===== config.mk =====
export PLATFORM = sky130hd
export DESIGN_NAME = bist_seq_ctrl
export DESIGN_NICKNAME = d
export VERILOG_FILES = /design/src/rtl/bist_seq_ctrl.sv
export SDC_FILE = /design/constraint.sdc
export NUM_CORES = 1
export LEC_CHECK = 0
export ABC_CLOCK_PERIOD_IN_PS = 2150
export CAP_MARGIN = 30
export CORE_MARGIN = 3
export CORE_UTILIZATION = 46
export CTS_BUF_LIST = sky130_fd_sc_hd__clkbuf_4 sky130_fd_sc_hd__clkbuf_8
export DETAILED_ROUTE_END_ITERATION = 10
export PLACE_DENSITY_LB_ADDON = 0.08
export SETUP_SLACK_MARGIN = 0.15
export SLEW_MARGIN = 20
export SYNTH_ARGS = -nofsm -noshare
export SYNTH_HDL_FRONTEND = slang
export SYNTH_SLANG_ARGS = --single-unit

===== constraint.sdc =====
create_clock -name i_clk -period 2.15 [get_ports i_clk]
set_input_delay 0.645 -clock i_clk [delete_from_list [all_inputs] [get_ports i_clk]]
set_output_delay 0.645 -clock i_clk [all_outputs]
set_load 0.02 [all_outputs]

===== src/rtl/bist_seq_ctrl.sv =====
// -----------------------------------------------------------------------------
// bist_seq_ctrl
// -----------------------------------------------------------------------------
// Purpose:
//   BIST session sequencer sitting between the test-mode controller and the
//   LFSR/MISR pair wrapped around the circuit under test. One session runs
//   M_SEEDS rounds of N_PAT patterns each. Between rounds it pulses a seed
//   reload. After the last pattern it compares the MISR signature with the
//   golden value and reports PASS or FAIL. A session can be aborted. A new
//   session is armed by the next rising edge of i_start.
//
// Parameters:
//   N_PAT    patterns per round (>= 1)
//   M_SEEDS  rounds per session (>= 1)
//   SIG_W    signature width
//
// Ports:
//   i_clk        clock, rising edge
//   i_rst        asynchronous active-high reset
//   i_start      session request (level; acted on at its rising edge)
//   i_abort      stop the session early, sampled every cycle
//   i_signature  MISR output, stable during the o_finish cycle
//   i_golden     expected signature
//   o_init       1-cycle pulse before the first pattern (LFSR/MISR clear)
//   o_running    pattern-apply enable (LFSR/MISR step)
//   o_seed_ld    1-cycle pulse between rounds (load next seed)
//   o_finish     1-cycle pulse after the last pattern (compare cycle)
//   o_bist_end   session over; held until the next o_init
//   o_pass       signature matched (valid while o_bist_end = 1)
//   o_fail       mismatch or aborted (valid while o_bist_end = 1)
//   o_pat_idx    current pattern index
//   o_seed_idx   current round index
// -----------------------------------------------------------------------------
module bist_seq_ctrl #(
    parameter  int N_PAT   = 10,
    parameter  int M_SEEDS = 9,
    parameter  int SIG_W   = 16,
    localparam int PW      = (N_PAT   > 1) ? $clog2(N_PAT)   : 1,
    localparam int SW      = (M_SEEDS > 1) ? $clog2(M_SEEDS) : 1
) (
    input  logic             i_clk,
    input  logic             i_rst,
    input  logic             i_start,
    input  logic             i_abort,
    input  logic [SIG_W-1:0] i_signature,
    input  logic [SIG_W-1:0] i_golden,
    output logic             o_init,
    output logic             o_running,
    output logic             o_seed_ld,
    output logic             o_finish,
    output logic             o_bist_end,
    output logic             o_pass,
    output logic             o_fail,
    output logic [PW-1:0]    o_pat_idx,
    output logic [SW-1:0]    o_seed_idx
);

    // Terminal counter values; counters stop exactly here and never wrap.
    localparam logic [PW-1:0] PAT_LAST  = PW'(N_PAT - 1);
    localparam logic [SW-1:0] SEED_LAST = SW'(M_SEEDS - 1);

    typedef enum logic [2:0] {
        S_IDLE    = 3'd0,
        S_ARM     = 3'd1,
        S_INIT    = 3'd2,
        S_RUN     = 3'd3,
        S_SEED    = 3'd4,
        S_FIN     = 3'd5,
        S_DONE_HI = 3'd6,
        S_DONE_LO = 3'd7
    } state_t;

    state_t        r_state;
    state_t        w_state_nxt;
    logic [PW-1:0] r_pat;
    logic [PW-1:0] w_pat_nxt;
    logic [SW-1:0] r_seed;
    logic [SW-1:0] w_seed_nxt;
    logic          w_pass_nxt;
    logic          w_fail_nxt;
    logic          w_sig_match;

    logic          r_init;
    logic          r_running;
    logic          r_seed_ld;
    logic          r_finish;
    logic          r_bist_end;
    logic          r_pass;
    logic          r_fail;

    assign w_sig_match = (i_signature == i_golden);

    // Next-state, counter and verdict computation for the sequencer.
    always_comb begin
        w_state_nxt = r_state;
        w_pat_nxt   = r_pat;
        w_seed_nxt  = r_seed;
        w_pass_nxt  = 1'b0;
        w_fail_nxt  = 1'b0;

        case (r_state)
            // Require START low before arming, so a level held through
            // reset does not launch a session.
            S_IDLE: begin
                if (!i_start) begin
                    w_state_nxt = S_ARM;
                end else begin
                    w_state_nxt = S_IDLE;
                end
            end

            // Counters are cleared on entry to INIT so they read 0 there.
            S_ARM: begin
                if (i_start) begin
                    w_state_nxt = S_INIT;
                    w_pat_nxt   = {PW{1'b0}};
                    w_seed_nxt  = {SW{1'b0}};
                end else begin
                    w_state_nxt = S_ARM;
                end
            end

            S_INIT: begin
                if (i_abort) begin
                    w_state_nxt = S_DONE_HI;
                    w_fail_nxt  = 1'b1;
                end else begin
                    w_state_nxt = S_RUN;
                end
            end

            // Abort takes priority over the last-pattern decision and
            // freezes both counters.
            S_RUN: begin
                if (i_abort) begin
                    w_state_nxt = S_DONE_HI;
                    w_fail_nxt  = 1'b1;
                end else if (r_pat == PAT_LAST) begin
                    if (r_seed == SEED_LAST) begin
                        w_state_nxt = S_FIN;
                    end else begin
                        w_state_nxt = S_SEED;
                    end
                end else begin
                    w_state_nxt = S_RUN;
                    w_pat_nxt   = r_pat + PW'(1);
                end
            end

            // Round indices advance when leaving SEED, so an abort during
            // the reload cycle freezes the indices of the completed round.
            S_SEED: begin
                if (i_abort) begin
                    w_state_nxt = S_DONE_HI;
                    w_fail_nxt  = 1'b1;
                end else begin
                    w_state_nxt = S_RUN;
                    w_pat_nxt   = {PW{1'b0}};
                    w_seed_nxt  = r_seed + SW'(1);
                end
            end

            S_FIN: begin
                w_state_nxt = S_DONE_HI;
                w_pass_nxt  = w_sig_match;
                w_fail_nxt  = ~w_sig_match;
            end

            S_DONE_HI: begin
                w_pass_nxt = r_pass;
                w_fail_nxt = r_fail;
                if (!i_start) begin
                    w_state_nxt = S_DONE_LO;
                end else begin
                    w_state_nxt = S_DONE_HI;
                end
            end

            // Re-run goes straight to INIT; the verdict is dropped there.
            S_DONE_LO: begin
                if (i_start) begin
                    w_state_nxt = S_INIT;
                    w_pat_nxt   = {PW{1'b0}};
                    w_seed_nxt  = {SW{1'b0}};
                end else begin
                    w_state_nxt = S_DONE_LO;
                    w_pass_nxt  = r_pass;
                    w_fail_nxt  = r_fail;
                end
            end

            default: begin
                w_state_nxt = S_IDLE;
                w_pat_nxt   = {PW{1'b0}};
                w_seed_nxt  = {SW{1'b0}};
            end
        endcase
    end

    // State, counters and outputs registered together; each output is the
    // decode of the state it accompanies, so they change in lock-step.
    always_ff @(posedge i_clk or posedge i_rst) begin
        if (i_rst) begin
            r_state    <= S_IDLE;
            r_pat      <= {PW{1'b0}};
            r_seed     <= {SW{1'b0}};
            r_init     <= 1'b0;
            r_running  <= 1'b0;
            r_seed_ld  <= 1'b0;
            r_finish   <= 1'b0;
            r_bist_end <= 1'b0;
            r_pass     <= 1'b0;
            r_fail     <= 1'b0;
        end else begin
            r_state    <= w_state_nxt;
            r_pat      <= w_pat_nxt;
            r_seed     <= w_seed_nxt;
            r_init     <= (w_state_nxt == S_INIT);
            r_running  <= (w_state_nxt == S_RUN);
            r_seed_ld  <= (w_state_nxt == S_SEED);
            r_finish   <= (w_state_nxt == S_FIN);
            r_bist_end <= (w_state_nxt == S_DONE_HI) || (w_state_nxt == S_DONE_LO);
            r_pass     <= w_pass_nxt;
            r_fail     <= w_fail_nxt;
        end
    end

    assign o_init     = r_init;
    assign o_running  = r_running;
    assign o_seed_ld  = r_seed_ld;
    assign o_finish   = r_finish;
    assign o_bist_end = r_bist_end;
    assign o_pass     = r_pass;
    assign o_fail     = r_fail;
    assign o_pat_idx  = r_pat;
    assign o_seed_idx = r_seed;

endmodule

==> results.cfg, run 1 <==
[cells_and_area]
flow.area_growth_from_synthesis_pct = 48.9
nets = 215
layout.filler_cells = 178
layout.area.seq_um2 = 450
diodes = 0
fin_cells = 202
multiInputGateArea_um2 = 658
design_area_um2 = 1730
drive_above_1_share_pct = 9.20

[run]
maxCapViolations = 0

[yosys]
synth_ff_type = sky130_fd_sc_hd__dfrtp_1
synthesis.nets = 162
ys_seq_area_share_pct = 38.7
post_synth_inst_count = 122
synth.most_common_cell = sky130_fd_sc_hd__dfrtp_1
proportion_of_register_bits_with_asynchronous_set_or_reset_after_synthesis_pct = 100
yosys_warnings = 0
ys_top_cells_by_area = sky130_fd_sc_hd__dfrtp_1 39%, sky130_fd_sc_hd__xnor2_1 13%, sky130_fd_sc_hd__ha_1 4.3%, sky130_fd_sc_hd__nand4_1 3.2%, sky130_fd_sc_hd__a21oi_1 2.6%
synth_top_cells_by_count = 18 x sky130_fd_sc_hd__dfrtp_1, 17 x sky130_fd_sc_hd__xnor2_1, 8 x sky130_fd_sc_hd__nand2_1, 7 x sky130_fd_sc_hd__nor2_1
synth_edf_count = 0
yosysTopAreaCell = sky130_fd_sc_hd__dfrtp_1
synth_largest_type_area_fraction_pct = 38.7
combined_area_of_all_synthesized_cells_um2 = 1160
yosysUniqueCellTypes = 44
ys_ff_latch = 18
syn_avg_cell_area_um2 = 9.54

[worst_setup_path]
cp-start-kind = flip-flop
critical_path.endpoint_type = output port
timing.critical_path.slowest_stage_cell = sky130_fd_sc_hd__clkdlybuf4s50_1
path_delay_family = buffers and inverters
crit_path_max_incr_delay_ns = 0.62
crit_fanout = 2
crit_path_cell_trace = clkdlybuf4s50_1
crit_type = flip-flop to output port
critical_path_buf_inv_count = 1
critPathRequiredTime_ns = 1.50
worst_ep_arrival_time_ns = 1.32

[floorplanning]
floorplan.initialDensity_pct = 50.7
io_pins = 51
placement_rows = 17
die-height_um = 56.3
die_area_um2 = 3170
fp.dieW_um = 56.3
fp.coreArea_um2 = 2300

[timing]
achievable-frequency_mhz = 510
worst_clock_skew_ns = 0.0114
number_of_max_slew_violations_in_the_final_report = 0
finalCriticalPeriod_ns = 1.96
period_share_pct = 91.2
rsz_0062_raised_after_global_routing = false
tightestPinTransition_ns = 0.562
totalNegativeSetupSlack_ns = 0
final_setup_violation_count = 0
relSlewSlack_pct = 62.5
hold_violations = 0

[route]
wirelength_um = 3120
drc_violations_left = 0
detail_route.iter0.violations = 29
drt_pass1_iterations = 4
via_per_inst = 5.60
via_count = 1132
wl_per_cell_um = 15.4
drtAntennaViolNets = 0

[clock_network]
clk_pin_slew_ns = 0.11
cts_inserted_buffers = 3
post_cts.repair.setup_buffers = 0
htree_levels = 1
clkSinkCount = 18
worstSkewPairLatency_ns = 0.30
cts_tree = done
clockBufferDepth = 2
root_buffer = sky130_fd_sc_hd__clkbuf_4

[placement]
gpl_congestion = 0.836
buffer_ports.inserted = 50
dp.final_hpwl_um = 2490
dpl-instance-area_um2 = 1690
numPlacedInstances = 198

[global_route]
grt_antenna_before_repair = 0
grt.total_usage_pct = 19.9
grt_pass1_wl_um = 5090
grt_start_max_net_pins = 19
global_route.overflow_total = 0
grt_pass1_vias = 1155

[power]
cellPowerDensity_nw_per_um2 = 615
vdd_ir_drop_max_mv = 0.561
static_leakage_nw = 0.805

[status]
run_status = completed

[hold_path]
hold_path.class = flip-flop to flip-flop
==> cells by family after synthesis <==
kind of cell | after synthesis | synth area share [%]
xor+xnor | 19 | 14.3
simple gates | 43 | 22.4
buf+inv | 12 | 4.73
fa+ha+maj | 4 | 4.30
mux | 1 | 0.860
compound gates | 25 | 14.7
flops | 18 | 38.7
==> placed cells by master, fill, tap and decap left out, types with 2 or more instances in the layout <==
cell	netlist	routed
sky130_fd_sc_hd__dlygate4sd2_1	0	5
sky130_fd_sc_hd__inv_1	6	6
sky130_fd_sc_hd__buf_4	2	3
sky130_fd_sc_hd__dlymetal6s2s_1	0	4
sky130_fd_sc_hd__nand3_1	4	4
sky130_fd_sc_hd__a21oi_1	6	6
sky130_fd_sc_hd__xor2_1	2	2
sky130_fd_sc_hd__nand4_1	6	6
sky130_fd_sc_hd__a211oi_1	2	2
sky130_fd_sc_hd__xnor2_1	17	17
sky130_fd_sc_hd__o21ai_0	5	5
sky130_fd_sc_hd__nor2_1	7	7
sky130_fd_sc_hd__clkdlybuf4s50_1	0	41
sky130_fd_sc_hd__nand2_1	8	8
sky130_fd_sc_hd__dfrtp_1	18	18
sky130_fd_sc_hd__nor3_1	2	2
sky130_fd_sc_hd__ha_1	4	4
sky130_fd_sc_hd__or3_1	2	2
sky130_fd_sc_hd__nand3b_1	2	2
sky130_fd_sc_hd__clkbuf_4	0	3
==> stage by stage <==
stage	setup WS [ns]	total power, mW	utilization, %	hold slack [ns]
finish	0.188	1.07	75.4	0.591
global route	0.153	1.12	75.4	0.635
CTS	0.157	1.07	75.0	0.597
detailed placement	-0.0309	0.871	73.7	0.581
global placement	0.0172	0.852	73.7	0.545
floorplan	0.637	0.671	-	0.566
==> registers in the layout, summed over array words and instances, names as in the netlist <==
signal and cells:
o_init 1, o_pat_idx 4, r_state 3, o_pass 1
o_finish 1, o_bist_end 1, o_seed_idx 4, o_running 1
o_seed_ld 1, o_fail 1
==> area by class of cell <==
cell class                      instances  area share (%)
Clock buffer                            4            2.09
Multi-Input combinational cell         92            38.0
Timing Repair Buffer                   53            30.4
Inverter                                7            1.52
Sequential cell                        18            26.0
Tap cell                               28            2.02
==> timing repair <==
item	CTS	global route
hold buffers	0	0
cloned	0	0
setup endpoints to repair	5	4
resized for setup	5	4
==> worst register-to-register path: cells and delay by family, from the launching register on <==
kind            cells  cell delay (ns)
flops               1             0.72
compound gates      2             0.26
simple gates        2             0.63
==> path summary, 6_finish.rpt <==
path                              startpoint            to  slack (ns)  depth (start not counted)
min in group asynchronous              i_rst  o_pat_idx[0]        0.64                          3
worst max register to register    r_state[1]  o_pat_idx[2]        0.47                          4
worst min-delay path            o_pat_idx[0]  o_pat_idx[0]        0.59                          1
worst min register to register  o_pat_idx[0]  o_pat_idx[0]        0.59                          1
max in group asynchronous              i_rst    o_bist_end        1.31                          3
worst max-delay path                  o_pass        o_pass        0.19                          1
==> power by group <==
group | internal [mW] | leakage (nW) | total [mW] | switching (mW)
logic | 0.206 | 0.552 | 0.392 | 0.186
clock network | 0.103 | 0.0210 | 0.217 | 0.113
registers | 0.384 | 0.232 | 0.457 | 0.0735
==> metal layers <==
layer / track usage, % / wire [um] / vias to the layer above / part of all wire [%]
li1: - / - / 532 / -
met1: 23.5 / 1250 / 534 / 40
met2: 36.1 / 1580 / 60 / 51
met3: 4.83 / 247 / 6 / 7.9
met4: 4.75 / 37 / 0 / 1.2
met5: 0 / 0 / - / 0
(Power assumes the default switching activity.)
==> run 2, diff against run 1 <==
--- a/config.mk
+++ b/config.mk
@@ -13,6 +13,7 @@
 export DETAILED_ROUTE_END_ITERATION = 10
 export PLACE_DENSITY_LB_ADDON = 0.08
 export SETUP_SLACK_MARGIN = 0.15
+export SKIP_LAST_GASP = 1
 export SLEW_MARGIN = 20
 export SYNTH_ARGS = -nofsm -noshare
 export SYNTH_HDL_FRONTEND = slang
==> results of run 2 <==
Same layout as run 1: the final DEF is identical, and so are final timing and power.
